[src/rtl/spi_master_rx_pkg.sv]
// Shared SPI definitions for the camera link: widths, FSM states and the
// slave-side SPI mode. The camera-side slave transmitter imports this too.
package spi_pkg;

    localparam int SPI_BYTE_W = 8;
    localparam int SPI_CNT_W  = 16;

    // Mode 1: sck idles low, slave launches on the rising edge, master
    // samples on the falling edge.
    localparam logic SPI_CPOL = 1'b0;
    localparam logic SPI_CPHA = 1'b1;

    typedef enum logic [2:0] {
        IDLE,
        SETUP,
        SHIFT,
        HOLD,
        GAP
    } spi_state_e;

    // Width of a down-counter able to hold the largest of three cycle counts.
    function automatic int spi_tmr_w(input int a, input int b, input int c);
        int m;
        m = a;
        if (b > m) m = b;
        if (c > m) m = c;
        return $clog2(m) + 1;
    endfunction

endpackage

[src/rtl/spi_master_rx_sck_gen.sv]
// sck divider for the SPI master. While idle the divider sits at its
// terminal count, so the first cycle with run=1 issues a rising edge
// immediately; afterwards sck toggles every CLK_DIV cycles.
module spi_sck_gen #(
    parameter int CLK_DIV = 4
) (
    input  logic sys_clk,
    input  logic sys_rst,
    input  logic run,
    input  logic force_low,
    output logic sck,
    output logic rise_stb,
    output logic fall_stb
);

    localparam int              DIV_W  = $clog2(CLK_DIV);
    localparam logic [DIV_W-1:0] DIV_TC = DIV_W'(CLK_DIV - 1);

    logic [DIV_W-1:0] div_cnt;
    logic             toggle;

    // Strobes describe the toggle that the coming sys_clk edge will perform.
    assign toggle   = run && !force_low && (div_cnt == DIV_TC);
    assign rise_stb = toggle && !sck;
    assign fall_stb = toggle && sck;

    // Divider counter and sck register; idle/forced state parks sck low.
    always_ff @(posedge sys_clk) begin
        if (sys_rst) begin
            div_cnt <= '0;
            sck     <= 1'b0;
        end else if (force_low || !run) begin
            div_cnt <= DIV_TC;
            sck     <= 1'b0;
        end else if (toggle) begin
            div_cnt <= '0;
            sck     <= ~sck;
        end else begin
            div_cnt <= div_cnt + DIV_W'(1);
        end
    end

endmodule

[src/rtl/spi_master_rx.sv]
// SPI master receiver for the camera link. Reads frame_len bytes, MSB-first,
// under one cs_n assertion and hands each byte to the packet buffer with a
// one-cycle data_valid strobe.
//
// state | meaning
// ------+-----------------------------------------------------------
// IDLE  | cs_n high, waiting for start
// SETUP | cs_n low, counting cs-to-first-sck-rise; last cycle issues the rise
// SHIFT | sck running, bits sampled on each sck fall
// HOLD  | sck parked low, cs_n held low for CS_HOLD cycles
// GAP   | cs_n high, minimum inter-frame gap before returning to IDLE
module spi_master_rx
    import spi_pkg::*;
#(
    parameter int CLK_DIV  = 4,
    parameter int CS_SETUP = 4,
    parameter int CS_HOLD  = 4,
    parameter int CS_GAP   = 8
) (
    input  logic                  sys_clk,
    input  logic                  sys_rst,
    input  logic                  start,
    input  logic [SPI_CNT_W-1:0]  frame_len,
    input  logic                  abort,
    output logic                  sck,
    output logic                  cs_n,
    input  logic                  miso,
    output logic [SPI_BYTE_W-1:0] data_out,
    output logic                  data_valid,
    output logic [SPI_CNT_W-1:0]  byte_cnt,
    output logic                  busy,
    output logic                  done
);

    localparam int TMR_W = spi_tmr_w(CS_SETUP, CS_HOLD, CS_GAP);
    localparam int BIT_W = $clog2(SPI_BYTE_W);

    spi_state_e state_q, state_d;

    logic [TMR_W-1:0]      tmr_q, tmr_d;
    logic                  tmr_tc;
    logic [SPI_CNT_W-1:0]  len_q;
    logic [BIT_W-1:0]      bit_cnt_q;
    // Only the first seven bits need storing; the eighth comes straight off miso.
    logic [SPI_BYTE_W-2:0] shift_reg_q;

    logic accept;
    logic abort_act;
    logic run;
    logic force_low;
    logic rise_stb;
    logic fall_stb;
    logic last_bit;
    logic byte_done;
    logic frame_end;
    logic cs_n_d;
    logic busy_d;
    logic done_d;

    assign tmr_tc    = (tmr_q == '0);
    assign accept    = (state_q == IDLE) && start && (frame_len != '0);
    assign abort_act = abort && ((state_q == SETUP) || (state_q == SHIFT));
    assign force_low = abort_act;
    // The divider is armed on the final SETUP cycle so the first rise lands
    // exactly CS_SETUP cycles after cs_n falls.
    assign run       = (state_q == SHIFT) || ((state_q == SETUP) && tmr_tc);
    assign last_bit  = fall_stb && (bit_cnt_q == BIT_W'(SPI_BYTE_W - 1));
    assign byte_done = last_bit && !abort_act;
    assign frame_end = byte_done && ((byte_cnt + SPI_CNT_W'(1)) == len_q);

    spi_sck_gen #(
        .CLK_DIV (CLK_DIV)
    ) u_sck_gen (
        .sys_clk   (sys_clk),
        .sys_rst   (sys_rst),
        .run       (run),
        .force_low (force_low),
        .sck       (sck),
        .rise_stb  (rise_stb),
        .fall_stb  (fall_stb)
    );

    // State register.
    always_ff @(posedge sys_clk) begin
        if (sys_rst) state_q <= IDLE;
        else         state_q <= state_d;
    end

    // Next-state logic; abort only matters while cs_n is low and sck may run.
    always_comb begin
        state_d = state_q;
        unique case (state_q)
            IDLE:  if (accept) state_d = SETUP;
            SETUP: begin
                if (abort)         state_d = HOLD;
                else if (rise_stb) state_d = SHIFT;
            end
            SHIFT: begin
                if (abort)          state_d = HOLD;
                else if (frame_end) state_d = HOLD;
            end
            HOLD:  if (tmr_tc) state_d = GAP;
            GAP:   if (tmr_tc) state_d = IDLE;
            default: state_d = IDLE;
        endcase
    end

    // Output decode: next values of the registered outputs and phase timer.
    always_comb begin
        cs_n_d = !((state_d == SETUP) || (state_d == SHIFT) || (state_d == HOLD));
        busy_d = (state_d != IDLE);
        done_d = ((state_q == IDLE) && start && (frame_len == '0))
              || ((state_q == HOLD) && tmr_tc);
        tmr_d  = tmr_q;
        if (state_d != state_q) begin
            unique case (state_d)
                SETUP:   tmr_d = TMR_W'(CS_SETUP - 1);
                HOLD:    tmr_d = TMR_W'(CS_HOLD - 1);
                GAP:     tmr_d = TMR_W'(CS_GAP - 1);
                default: tmr_d = '0;
            endcase
        end else if (!tmr_tc) begin
            tmr_d = tmr_q - TMR_W'(1);
        end
    end

    // Registered outputs, phase timer, shift register and byte/bit counters.
    always_ff @(posedge sys_clk) begin
        if (sys_rst) begin
            cs_n        <= 1'b1;
            busy        <= 1'b0;
            done        <= 1'b0;
            data_valid  <= 1'b0;
            data_out    <= '0;
            byte_cnt    <= '0;
            tmr_q       <= '0;
            len_q       <= '0;
            bit_cnt_q   <= '0;
            shift_reg_q <= '0;
        end else begin
            cs_n       <= cs_n_d;
            busy       <= busy_d;
            done       <= done_d;
            tmr_q      <= tmr_d;
            data_valid <= byte_done;
            if (accept) begin
                len_q     <= frame_len;
                byte_cnt  <= '0;
                bit_cnt_q <= '0;
            end
            if (force_low) begin
                bit_cnt_q <= '0;
            end else if (fall_stb) begin
                shift_reg_q <= {shift_reg_q[SPI_BYTE_W-3:0], miso};
                bit_cnt_q   <= bit_cnt_q + BIT_W'(1);
            end
            if (byte_done) begin
                data_out <= {shift_reg_q, miso};
                byte_cnt <= byte_cnt + SPI_CNT_W'(1);
            end
        end
    end

endmodule

[config.mk]
export PLATFORM = sky130hd
export DESIGN_NAME = spi_master_rx
export DESIGN_NICKNAME = d
export VERILOG_FILES = /design/src/rtl/spi_master_rx_pkg.sv /design/src/rtl/spi_master_rx_sck_gen.sv /design/src/rtl/spi_master_rx.sv
export SDC_FILE = /design/constraint.sdc
export NUM_CORES = 1
export LEC_CHECK = 0
export ABC_AREA = 1
export CAP_MARGIN = 15
export CELL_PAD_IN_SITES_DETAIL_PLACEMENT = 1
export CELL_PAD_IN_SITES_GLOBAL_PLACEMENT = 2
export CORE_ASPECT_RATIO = 0.8
export CORE_MARGIN = 2
export CORE_UTILIZATION = 27
export CTS_CLUSTER_DIAMETER = 200
export DETAILED_ROUTE_END_ITERATION = 8
export GPL_ROUTABILITY_DRIVEN = 0
export PLACE_DENSITY = 0.87
export SLEW_MARGIN = 15
export SYNTH_ARGS = -nofsm -noshare
export SYNTH_HDL_FRONTEND = slang
export SYNTH_HIERARCHICAL = 1
export SYNTH_SLANG_ARGS = --single-unit
[constraint.sdc]
create_clock -name sys_clk -period 2.65 [get_ports sys_clk]
set_input_delay 0.265 -clock sys_clk [delete_from_list [all_inputs] [get_ports sys_clk]]
set_output_delay 0.265 -clock sys_clk [all_outputs]
set_load 0.005 [all_outputs]
; Word level (Yosys, flattened, before mapping)
; Index checks and enable logic that the tools add are counted.
[totals]
ff_bits = 64
inputBits = 21
output_inout_bits = 29
word_cells = 83
[op_classes]
addsub = 4
n_eq_ne = 13
mux = 17
bitwise_logic = 2
reduce_logical = 34
[op_table]
columns = op, n
row1 = 2-to-1 mux 16 bit, 2
row2 = 2-to-1 mux 3 bit, 9
row3 = adder 16 x 1 -> 16 bit (second input constant), 1
row4 = equality test 16 bit, 1
row5 = zero test 16 bit, 1
row6 = nonzero test 16 bit, 1
row7 = case mux 3 bit (5 select lines), 1
row8 = logical AND 1 bit, 13
row9 = equality test 3 x 2 -> 1 bit (second input constant), 4
row10 = equality test 3 bit (second input constant), 3
row11 = 2-to-1 mux 4 bit, 2
row12 = equality test 3 x 1 -> 1 bit (second input constant), 2
row13 = logical OR 1 bit, 6
row14 = case mux 3 bit (2 select lines), 1
row15 = OR reduction 2 bit, 3
row16 = zero test 1 bit, 4
row17 = zero test 4 bit, 1
row18 = 2-to-1 mux 2 bit, 2
row19 = nonzero test 2 bit, 2
row20 = subtractor 4 x 1 -> 4 bit (second input constant), 1
row21 = adder 3 x 1 -> 3 bit (second input constant), 1
row22 = zero test 3 bit, 1
row23 = inequality test 3 bit, 1
row24 = nonzero test 3 bit, 1
row25 = 5 further kinds, 6

; Logic depth before layout (Yosys ltp)
; Gate-level depths: netlist of the first run.
[logic_depth]
word_depth = 17
mapped_depth = 22

; By module
; The synthesis of the first run kept the hierarchy.
[modules_own_cells]
columns = mod, instances, cells_each, area_each_um2, seq_area_each_um2
row1 = spi_master_rx, 1, 453, 3133.0, 1221.2
row2 = spi_sck_gen, 1, 21, 146.4, 60.1

; Worst setup path after synthesis of the first run
; OpenSTA, ideal clock, no wires.
[synth_timing]
kind = register -> register
from = register tmr_q[0]
to = register tmr_q[2]
arrival_ns = 2.398
required_ns = 2.535
setup_slack_ns = 0.136
path_stages_with_launch = 22
cell_sequence = dfxtp_1 -> inv_1 -> ha_1 -> nand3_1 -> o21ai_0 -> nand4_1 -> inv_1 -> nand2_1 -> nor2_2 -> nand3_1 -> nor2_1 -> nand2_1 -> nor2_1 -> nand2_1 -> nand2_1 -> nand2_2 -> nand3_2 -> nand2_4 -> nand2_4 -> nand2_1 -> o21ai_1 -> nor2_1
[synth_between]
elab_chain_len = 16
[synth_rtl]
columns = element, line_no
row1 = from (decl), spi_master_rx.sv:40  ; logic [TMR_W-1:0] tmr_q, tmr_d;
row2 = from (signal assigned), spi_master_rx.sv:144  ; tmr_q <= tmr_d;
row3 = zero test 4 bit (*), spi_master_rx.sv:60  ; assign tmr_tc = (tmr_q == '0);
row4 = logical AND 1 bit (*), spi_master_rx.sv:66  ; assign run = (state_q == SHIFT) || ((state_q == SETUP) && tmr_tc);
row5 = logical OR 1 bit (*), spi_master_rx.sv:66
row6 = via run, spi_master_rx.sv:49  ; logic run;
row7 = logical AND 1 bit (*) (2 in series), spi_master_rx_sck_gen.sv:23  ; assign toggle = run && !force_low && (div_cnt == DIV_TC);
row8 = logical AND 1 bit (*), spi_master_rx_sck_gen.sv:25  ; assign fall_stb = toggle && sck;
row9 = via fall_stb, spi_master_rx.sv:52  ; logic fall_stb;
row10 = logical AND 1 bit (*), spi_master_rx.sv:67  ; assign last_bit = fall_stb && (bit_cnt_q == BIT_W'(SPI_BYTE_W - 1));
row11 = logical AND 1 bit (*), spi_master_rx.sv:68  ; assign byte_done = last_bit && !abort_act;
row12 = logical AND 1 bit (*), spi_master_rx.sv:69  ; assign frame_end = byte_done && ((byte_cnt + SPI_CNT_W'(1)) == len_q);
row13 = 2-to-1 mux 3 bit (*), spi_master_rx.sv:100  ; else if (frame_end) state_d = HOLD;
row14 = 2-to-1 mux 3 bit (*), spi_master_rx.sv:99  ; if (abort) state_d = HOLD;
row15 = case mux 3 bit (5 select lines) (*), spi_master_rx.sv:92  ; unique case (state_q)
row16 = equality test 3 x 1 -> 1 bit or equality test 3 x 2 -> 1 bit (tied branches), spi_master_rx.sv:116  ; unique case (state_d)
row17 = OR reduction 2 bit (no line), -
row18 = case mux 3 bit (2 select lines), spi_master_rx.sv:116
row19 = 2-to-1 mux 4 bit, spi_master_rx.sv:115  ; if (state_d != state_q) begin
; Mark *: on every way through the listed nets, which the timed path passes. The rest lies on a longest branch. The select of a mux whose other input is x is not followed.
; A chain may end at the register's enable or synchronous reset.

; Worst setup path in the final report of the first run
[layout_timing]
from = register tmr_q[0]
to = register tmr_q[1]
[layout_lines]
columns = element, line_no
row1 = zero test 4 bit (*), spi_master_rx.sv:60
row2 = logical AND 1 bit (*), spi_master_rx.sv:66
row3 = logical OR 1 bit (*), spi_master_rx.sv:66
row4 = via run, spi_master_rx.sv:49
row5 = logical AND 1 bit (*) (2 in series), spi_master_rx_sck_gen.sv:23
row6 = logical AND 1 bit (*), spi_master_rx_sck_gen.sv:24  ; assign rise_stb = toggle && !sck;
row7 = via rise_stb, spi_master_rx.sv:51  ; logic rise_stb;
row8 = 2-to-1 mux 3 bit (*), spi_master_rx.sv:96  ; else if (rise_stb) state_d = SHIFT;
row9 = 2-to-1 mux 3 bit (*), spi_master_rx.sv:95  ; if (abort) state_d = HOLD;
row10 = case mux 3 bit (5 select lines) (*), spi_master_rx.sv:92
row11 = equality test 3 x 1 -> 1 bit or equality test 3 x 2 -> 1 bit (tied branches), spi_master_rx.sv:116
row12 = OR reduction 2 bit (no line), -
row13 = case mux 3 bit (2 select lines), spi_master_rx.sv:116
row14 = 2-to-1 mux 4 bit, spi_master_rx.sv:115
; Marks and branches as above.

==> results by group, run 1 <==
Timing
  • Slew Limit Fails: 0
  • Period utilization: ~93%
  • Rel. slew slack: 49.3%
  • Final hold vios: 0
  • Hold Slack: between 400 and 500 ps
  • Clock Skew: 7.00 ps
  • Final min period: 2460 ps
  • Worst Tran Pin Value: 760 ps
  • Fmax achieved: roughly 410 MHz
  • Post-Route Setup TNS: 0 ps
  • Endpoints failing setup: 0

Drt
  • Initial DRC Count: 152
  • Final ANT Viol Nets: 0
  • Detailed-route vias per instance: about 4.8
  • Vias post-DR: around 3,300
  • Drt drc: 0
  • DR WL/cell: 14.7 microns
  • Total wire length: 10,200 microns
  • Total iterations of the first detailed-routing run: 4

Status
  • Status: finished, final reports clean

Pwr
  • Power Density: 686 nW/um^2
  • Peak VDD IR: between 0.4 and 0.5 mV
  • Static Leakage: 1.77 nW

Logic synthesis
  • Post-synthesis area per instance: 6.92 sq um
  • Cell variety after synth: 34
  • Mapped cell area: about 3300 sq um
  • Syn_nets: 500
  • Sequential cell area fraction in the yosys report: 39.1%
  • Post-synth top area share: between 30% and 40%
  • Yosys warns: 6
  • FF+latch count, synth: 64
  • Synth top area cells: dfxtp_1 (39%), nand2_1 (12%), inv_1 (6.4%), nand3_1 (6.4%), a21oi_1 (6.3%)
  • Post-Syn Instances: between 400 and 500
  • Area leader, netlist: dfxtp_1

CTS
  • H-tree depth: 3
  • TritonCTS buffer count: 9
  • Clk root buf: clkbuf_16
  • Clk buf depth: 2
  • Worst-path clk slew: 60 ps
  • Clock sink total: 64
  • TritonCTS clock tree: done
  • Hold Buf Count CTS: 0
  • Worst-Skew Late Latency: around 330 ps

Placement
  • Cell Area, Placed: 4040 sq um
  • Post-DP HPWL: 7530 microns
  • IO buf count: 49
  • Placed cells: roughly 680

Cells and area
  • Share of cells above drive strength 1: 12.5%
  • Finished Cell Area: 4370 sq um
  • Area delta synth->final: 33.2%
  • Storage element area: 1280 sq um
  • Multi-input gate area: 1750 sq um
  • Nets: 567
  • Non-Filler Instances: 693
  • ANT cells: 0
  • Filler Cell Count: 1,441

Global route
  • GRT Overall Usage: 16.8%
  • First-pass GRT wire length: ~17,000 microns
  • Initial antenna violation count: 0
  • Pin count of the biggest net entering global routing: 27
  • Vias in the first global route: 3,682
  • Grt ovf: 0

Critical path
  • Max FO, Critical Path: 5
  • CP arrival: approximately 2700 ps
  • CP startpoint kind: flip-flop
  • Nature of the critical path endpoint: flip-flop
  • Crit path required time: 2890 ps
  • Crit Path Class: flip-flop to flip-flop

Floorplanning
  • Site Rows: 35
  • Die Width: 127 microns
  • I/O pins: 50
  • Core Area: 11,700 sq um
  • Vert. Die Dim: 103 microns
  • Initial Utilization: 28.0%
  • Die area: roughly 13,000 sq um

Worst hold path
  • Worst min-delay path class: flip-flop to flip-flop

Run
  • Max Cap Viol: 0
==> Yosys cell counts <==
library cell and instances:
nor4_1 4, dfxtp_1 64, xnor3_1 2, nand3b_1 3
o21ai_1 3, a21oi_1 41, nor3_1 3, a21oi_2 1
clkinv_1 1, inv_1 56, nor2_4 5, nand3_1 42
nor2_1 46, a32o_1 1, nand2_2 10, buf_2 1
xnor2_1 1, nor2_2 6, inv_2 3, xor2_1 5
o21bai_1 1, and3_1 1, a211oi_1 1, o2111ai_1 1
clkbuf_1 9, a31oi_1 1, nand2b_1 1, buf_1 1
nand2_1 105, nand2_4 3, nand4_1 11, ha_1 5
nand3_2 2, o21ai_0 34
==> stage by stage <==
stage	setup WS (ps)	util [%]	total power [W]
global route	-5.24	37.3	0.00317
finish	193	37.3	0.00300
CTS	49.3	37.0	0.00301
global placement	214	34.5	0.00181
detailed placement	70.3	34.5	0.00183
floorplan	136	-	0.00157
==> routing by layer <==
layer / up-vias / wire [microns] / GRT usage (%)
li1: 1681 / - / -
met1: 1575 / 4640 / 20.4
met2: 61 / 5000 / 29.7
met3: 14 / 403 / 4.05
met4: 0 / 129 / 5.49
met5: - / 0 / 0
==> cells by family (layout without fill, tap and decap cells) <==
| group | count (synthesis) | after routing | share of synthesized area [%] |
|---|---|---|---|
| DFF | 64 | 64 | 39.1 |
| and+or+nand+nor | 242 | 242 | 34.5 |
| adders and majority gates | 5 | 5 | 1.91 |
| buffers and inverters | 71 | 142 | 8.16 |
| AOI/OAI and AO/OA | 84 | 84 | 13.4 |
| xor gates and xnor gates | 8 | 8 | 2.98 |
==> state kept, by name (all words and copies together) (netlist names), 2 cells and up <==
register / count
data_out: 8
state_q: 3
u_sck_gen/div_cnt: 2
shift_reg_q: 7
tmr_q: 4
byte_cnt: 16
bit_cnt_q: 3
len_q: 16
==> worst max-delay path, stage by stage (launching register included) <==
cell and delay [ps]:
dfxtp_1 320, inv_1 100, ha_2 190, nand3_1 120, o21ai_2 200, nand3_1 120
nor2_1 110, inv_1 70, a21oi_2 170, nor2_1 60, nand2_1 100, nor2_1 50
nor3_1 250, buf_4 210, nand2_4 70, nand2_2 70, nand2_2 50, inv_2 50
nor2_2 30
==> area by class of cell <==
class | count | share of cell area, %
Sequential cell | 64 | 29.4
Timing Repair Buffer | 67 | 14.6
Multi-Input combinational cell | 339 | 40.0
Clock inverter | 5 | 1.35
Inverter | 60 | 5.16
Tap cell | 148 | 4.24
Clock buffer | 10 | 5.24
==> cells in the final DEF (no fill, tap or decap), types with 2 or more instances in the layout <==
master,instances
xor2_1,5
nand4_1,11
xnor3_1,2
buf_4,17
a21oi_1,40
nor2_4,6
a21oi_2,2
nand2_4,3
nand2_1,105
nor2_2,5
inv_1,55
clkbuf_16,9
ha_2,2
inv_2,4
dfxtp_1,63
o21ai_0,33
nor2_1,46
clkdlybuf4s50_1,49
nor3_1,3
clkinvlp_4,2
nand2_2,10
nor4_1,4
nand3_2,2
nand3_1,42
nand3b_1,3
o21ai_1,3
ha_1,3
==> path summary, 6_finish.rpt <==
check                                                 end                       from  depth (start not counted)  slack, ps
worst max-delay path                tmr_q[1]$_SDFFE_PP0P_      tmr_q[0]$_SDFFE_PP0P_                         18        190
worst min-delay path            bit_cnt_q[0]$_SDFFE_PP0P_  bit_cnt_q[0]$_SDFFE_PP0P_                          1        470
worst max register to register      tmr_q[1]$_SDFFE_PP0P_      tmr_q[0]$_SDFFE_PP0P_                         18        190
worst min register to register  bit_cnt_q[0]$_SDFFE_PP0P_  bit_cnt_q[0]$_SDFFE_PP0P_                          1        470
==> what timing repair did <==
action | CTS | global route
resized for setup | 0 | 8
setup buffers | 0 | 3
endpoints found under the setup margin | 0 | 8
==> power breakdown <==
| group | internal, W | leakage (nW) | switching (W) | total [W] |
|---|---|---|---|---|
| sequential | 0.00105 | 0.522 | 0.0000526 | 0.00110 |
| clock | 0.000722 | 0.135 | 0.000445 | 0.00117 |
| combinational | 0.000292 | 1.12 | 0.000436 | 0.000728 |
Note: power is estimated with default switching activity, not from simulation.
==> inputs of run 2 (changes only) <==
- ABC_AREA: 1 -> default
- CORE_UTILIZATION: 27 -> 29
==> run 2 against run 1 <==
Global-route usage grew 2.0 points; the flow now finishes with violations (setup timing); sequential cell count is the same; setup slack lost 370 ps; power grew 0.11%; cell count shrank 4.2%; largest power group unchanged; non-clock buffer count grew 38; sequential share of layout area shrank 2.9 points; critical endpoint unchanged; sequential power is essentially flat; highest routed layer unchanged.
==> results by group, run 2 <==
Drt
  • Final ANT Viol Nets: 0 (unchanged)
  • DR WL/cell: 17.6 microns (+20%)
  • Detailed-route vias per instance: 5.23 (+8.9%)
  • Total wire length: 11,700 microns (+15%)
  • Total iterations of the first detailed-routing run: 4 (unchanged)
  • Drt drc: 0 (unchanged)
  • Initial DRC Count: 171 (+13%)
  • Vias post-DR: 3,476 (+4.4%)

Logic synthesis
  • Post-synthesis area per instance: 8.19 sq um (+18%)
  • Mapped cell area: 3460 sq um (+5.4%)
  • FF+latch count, synth: 64 (unchanged)
  • Post-Syn Instances: 422 (-11%)
  • Sequential cell area fraction in the yosys report: 37.1% (-2.0 points)
  • Post-synth EDFFs: 0 (unchanged)
  • Main flop type after synthesis: dfxtp_1
  • Area leader, netlist: dfxtp_1
  • Syn_nets: 448 (-10%)
  • Async set or reset register ratio after synthesis: 0% (unchanged)
  • Post-synth top area share: 37.1% (-2.0 points)
  • Count leader, synth: dfxtp_1
  • Yosys warns: 6 (unchanged)
  • Post-synth top cells: dfxtp_1 (64), nor2_1 (59), a21oi_1 (34), nand2_1 (34), mux2i_1 (24)
  • Synth top area cells: dfxtp_1 (37%), mux2i_1 (6.9%), nor2_1 (6.4%), a21oi_1 (4.9%), nand2_1 (3.7%)
  • Cell variety after synth: 64 (+88%)

Cells and area
  • Most common cell after layout, fill and taps aside: dfxtp_1
  • Finished Cell Area: 4860 sq um (+11%)
  • Share of cells above drive strength 1: 21.7% (+9.2 points)
  • Nets: 537 (-5.3%)
  • ANT cells: 0 (unchanged)
  • Commonest cells after routing, fill and taps aside: dfxtp_1 (61), nor2_1 (58), buf_4 (55)
  • Filler Cell Count: 1,393 (-3.3%)
  • Final core occ: 42.0% (+4.7 points)
  • Top flop regs: byte_cnt (16), len_q (16), data_out (8)
  • Area delta synth->final: 40.6%

Timing
  • Fmax achieved: 353 MHz (-13%)
  • Rel. slew slack: 60.2% (+11 points)
  • Endpoints failing setup: 11 (+11)
  • Min setup slack post-route: -180 ps (-374 ps)
  • Hold Slack: 399 ps (-71.5 ps)
  • Final min period: 2830 ps (+374 ps)
  • Final hold vios: 0 (unchanged)
  • Worst Tran Pin Value: 592 ps (-168 ps)
  • Slew Limit Fails: 0 (unchanged)
  • Period utilization: 107% (+14 points)
  • RSZ-0062 raised after global routing: true
  • Clock Skew: 6.64 ps (-0.360 ps)

Pwr
  • Clk pwr share: 40.7% (+1.8 points)
  • Register share of total power: 35.7% (-1.1 points)
  • Switching share of power: 29.7% (-1.4 points)
  • Logic pwr share: 23.7% (-0.6 points)
  • Switch Pwr: 0.000891 W (-4.5%)
  • Total power: 0.00300 W (+0.11%)
  • Cell internal pwr: 0.00211 W (+2.2%)
  • Static Leakage: 1.93 nW (+8.5%)
  • Power Density: 617 nW/um^2 (-10%)
  • Peak VDD IR: 0.320 mV (-21%)

Worst hold path
  • Hold-critical path depth: 2 (+1)
  • Worst min-delay path class: input pin to flip-flop

Floorplanning
  • I/O pins: 50 (unchanged)
  • Die area: 12,800 sq um (-1.8%)
  • Initial Utilization: 29.9% (+1.9 points)
  • Core Area: 11,600 sq um (-1.1%)
  • Site Rows: 35 (unchanged)
  • Die Width: 126 microns (-0.90%)
  • Vert. Die Dim: 102 microns (-0.90%)

Global route
  • Grt ovf: 0 (unchanged)
  • Vias in the first global route: 3,561 (-3.3%)
  • Initial antenna violation count: 0 (unchanged)
  • GRT Overall Usage: 18.7% (+2.0 points)
  • First-pass GRT wire length: 18,800 microns (+7.8%)
  • Pin count of the biggest net entering global routing: 36 (+33%)

Placement
  • Post-DP HPWL: 8400 microns (+11%)
  • IO buf count: 49 (unchanged)
  • Cell Area, Placed: 4450 sq um (+10%)

CTS
  • Hold Buf Count CTS: 0 (unchanged)
  • TritonCTS buffer count: 9 (unchanged)
  • Clk root buf: clkbuf_16
  • Worst-Skew Late Latency: 340 ps (about the same)
  • Worst-path clk slew: 60 ps (about the same)
  • H-tree depth: 3 (unchanged)
  • Clock sink total: 64 (unchanged)
  • TritonCTS clock tree: done
  • Clk buf depth: 2 (unchanged)

Critical path
  • R2R depth: 15 (-3)
  • Max FO, Critical Path: 2 (-3)
  • Nature of the critical path endpoint: flip-flop
  • WP buf/inv: 2 (-2)
  • Top delay family on crit path: simple AND/OR/NAND/NOR gates
  • Crit Path Class: flip-flop to flip-flop
  • CP arrival: 3100 ps (+410 ps)
  • Worst-path cell chain: inv_2 -> ha_4 -> nor2b_4 -> nor2b_4 -> nand3_2 -> a21oi_2 -> nor2b_4 -> and3_4 -> o211ai_1 -> buf_4 -> a221oi_2 -> nand4b_1 -> or4_4 -> a31o_1 -> a21oi_2
  • CP startpoint kind: flip-flop
  • CP max stage cell: or4_4
  • Crit. path cell count: 15 (-3)
  • Cell mode on critical path: nor2b_4
  • Crit path required time: 2920 ps (+30 ps)
  • Worst stage delay on the critical path: 470 ps (+150 ps)

Run
  • Max Cap Viol: 0 (unchanged)

Status
  • Failing checks: setup timing
  • Status: finished with violations
## run 2: cell count changes in the layout (fill, tap and decap cells not counted), sizes merged, moves of 10 or more
cell | previous run | this run
buf | 18 | 57
inv | 59 | 14
nand2 | 118 | 35
nand3 | 44 | 11
xnor2 | 1 | 13
nor4 | 4 | 14
mux2i | 0 | 24
o21ai | 37 | 21
## run 2: what timing repair did
item,4_1_cts,5_1_grt
resized for setup,13,5
pin swaps,7,5
setup endpoints to repair,14,24
setup buffers,3,3
## run 2: final cells by class
cell class              instances  area [sq um]  share of cell area (%)
clock buffers                   9           225                    4.63
clock inverters                 7          78.8                    1.62
inverters                      11          41.3                   0.849
multi-input cells             320          2130                    43.8
flip-flops and latches         64          1280                    26.4
well taps                     148           185                    3.81
repair buffers                105           918                    18.9
## run 2: metrics by stage
| step | setup TNS (ps) | instances | setup WS (ps) |
|---|---|---|---|
| finish | -711 | 664 | -180 |
| global route | -3680 | 664 | -305 |
| CTS | -1040 | 662 | -202 |
| detailed placement | -844 | 643 | -190 |
| global placement | -54.1 | 643 | -29.2 |
| floorplan | -483 | 422 | -208 |
## run 2: per-layer routing
| layer | vias to the layer above | track usage [%] | wire, microns |
|---|---|---|---|
| met5 | - | 0 | 0 |
| li1 | 1684 | - | - |
| met3 | 19 | 3.54 | 505 |
| met1 | 1686 | 24.6 | 5430 |
| met2 | 87 | 30.8 | 5550 |
| met4 | 0 | 7.27 | 214 |
## run 2: power groups by stage
stage               sequential (W)  clock (W)  combinational [W]
detailed placement         0.00109          0           0.000656
global placement           0.00109          0           0.000637
finish                     0.00107    0.00122           0.000710
CTS                        0.00107    0.00125           0.000688
floorplan                  0.00107          0           0.000415
global route               0.00108    0.00129           0.000779
## run 2: logic make-up (layout without fill, tap and decap cells)
kind of cell | Yosys count | count (layout) | synth area share, %
compound gates | 91 | 91 | 16.3
fa+ha+maj | 5 | 5 | 1.81
mux | 25 | 25 | 7.27
flops | 64 | 64 | 37.1
buf+inv | 38 | 132 | 4.67
xor+xnor | 23 | 23 | 5.83
simple gates | 176 | 176 | 27.0
## run 2: worst paths after layout
kind | slack [ps] | end | from
max reg2reg | -180 | tmr_q[1]$_SDFFE_PP0P_ | tmr_q[1]$_SDFFE_PP0P_
min | 400 | state_q[2]$_SDFF_PP0_ | sys_rst
max | -180 | tmr_q[1]$_SDFFE_PP0P_ | tmr_q[1]$_SDFFE_PP0P_
min reg2reg | 460 | data_out[3]$_SDFFE_PP0P_ | data_out[3]$_SDFFE_PP0P_
==> inputs of run 3 (changes only) <==
- CAP_MARGIN: 15 -> 30
==> results of run 3 <==
Same layout as run 2: the final DEF is identical, and so are final timing and power.
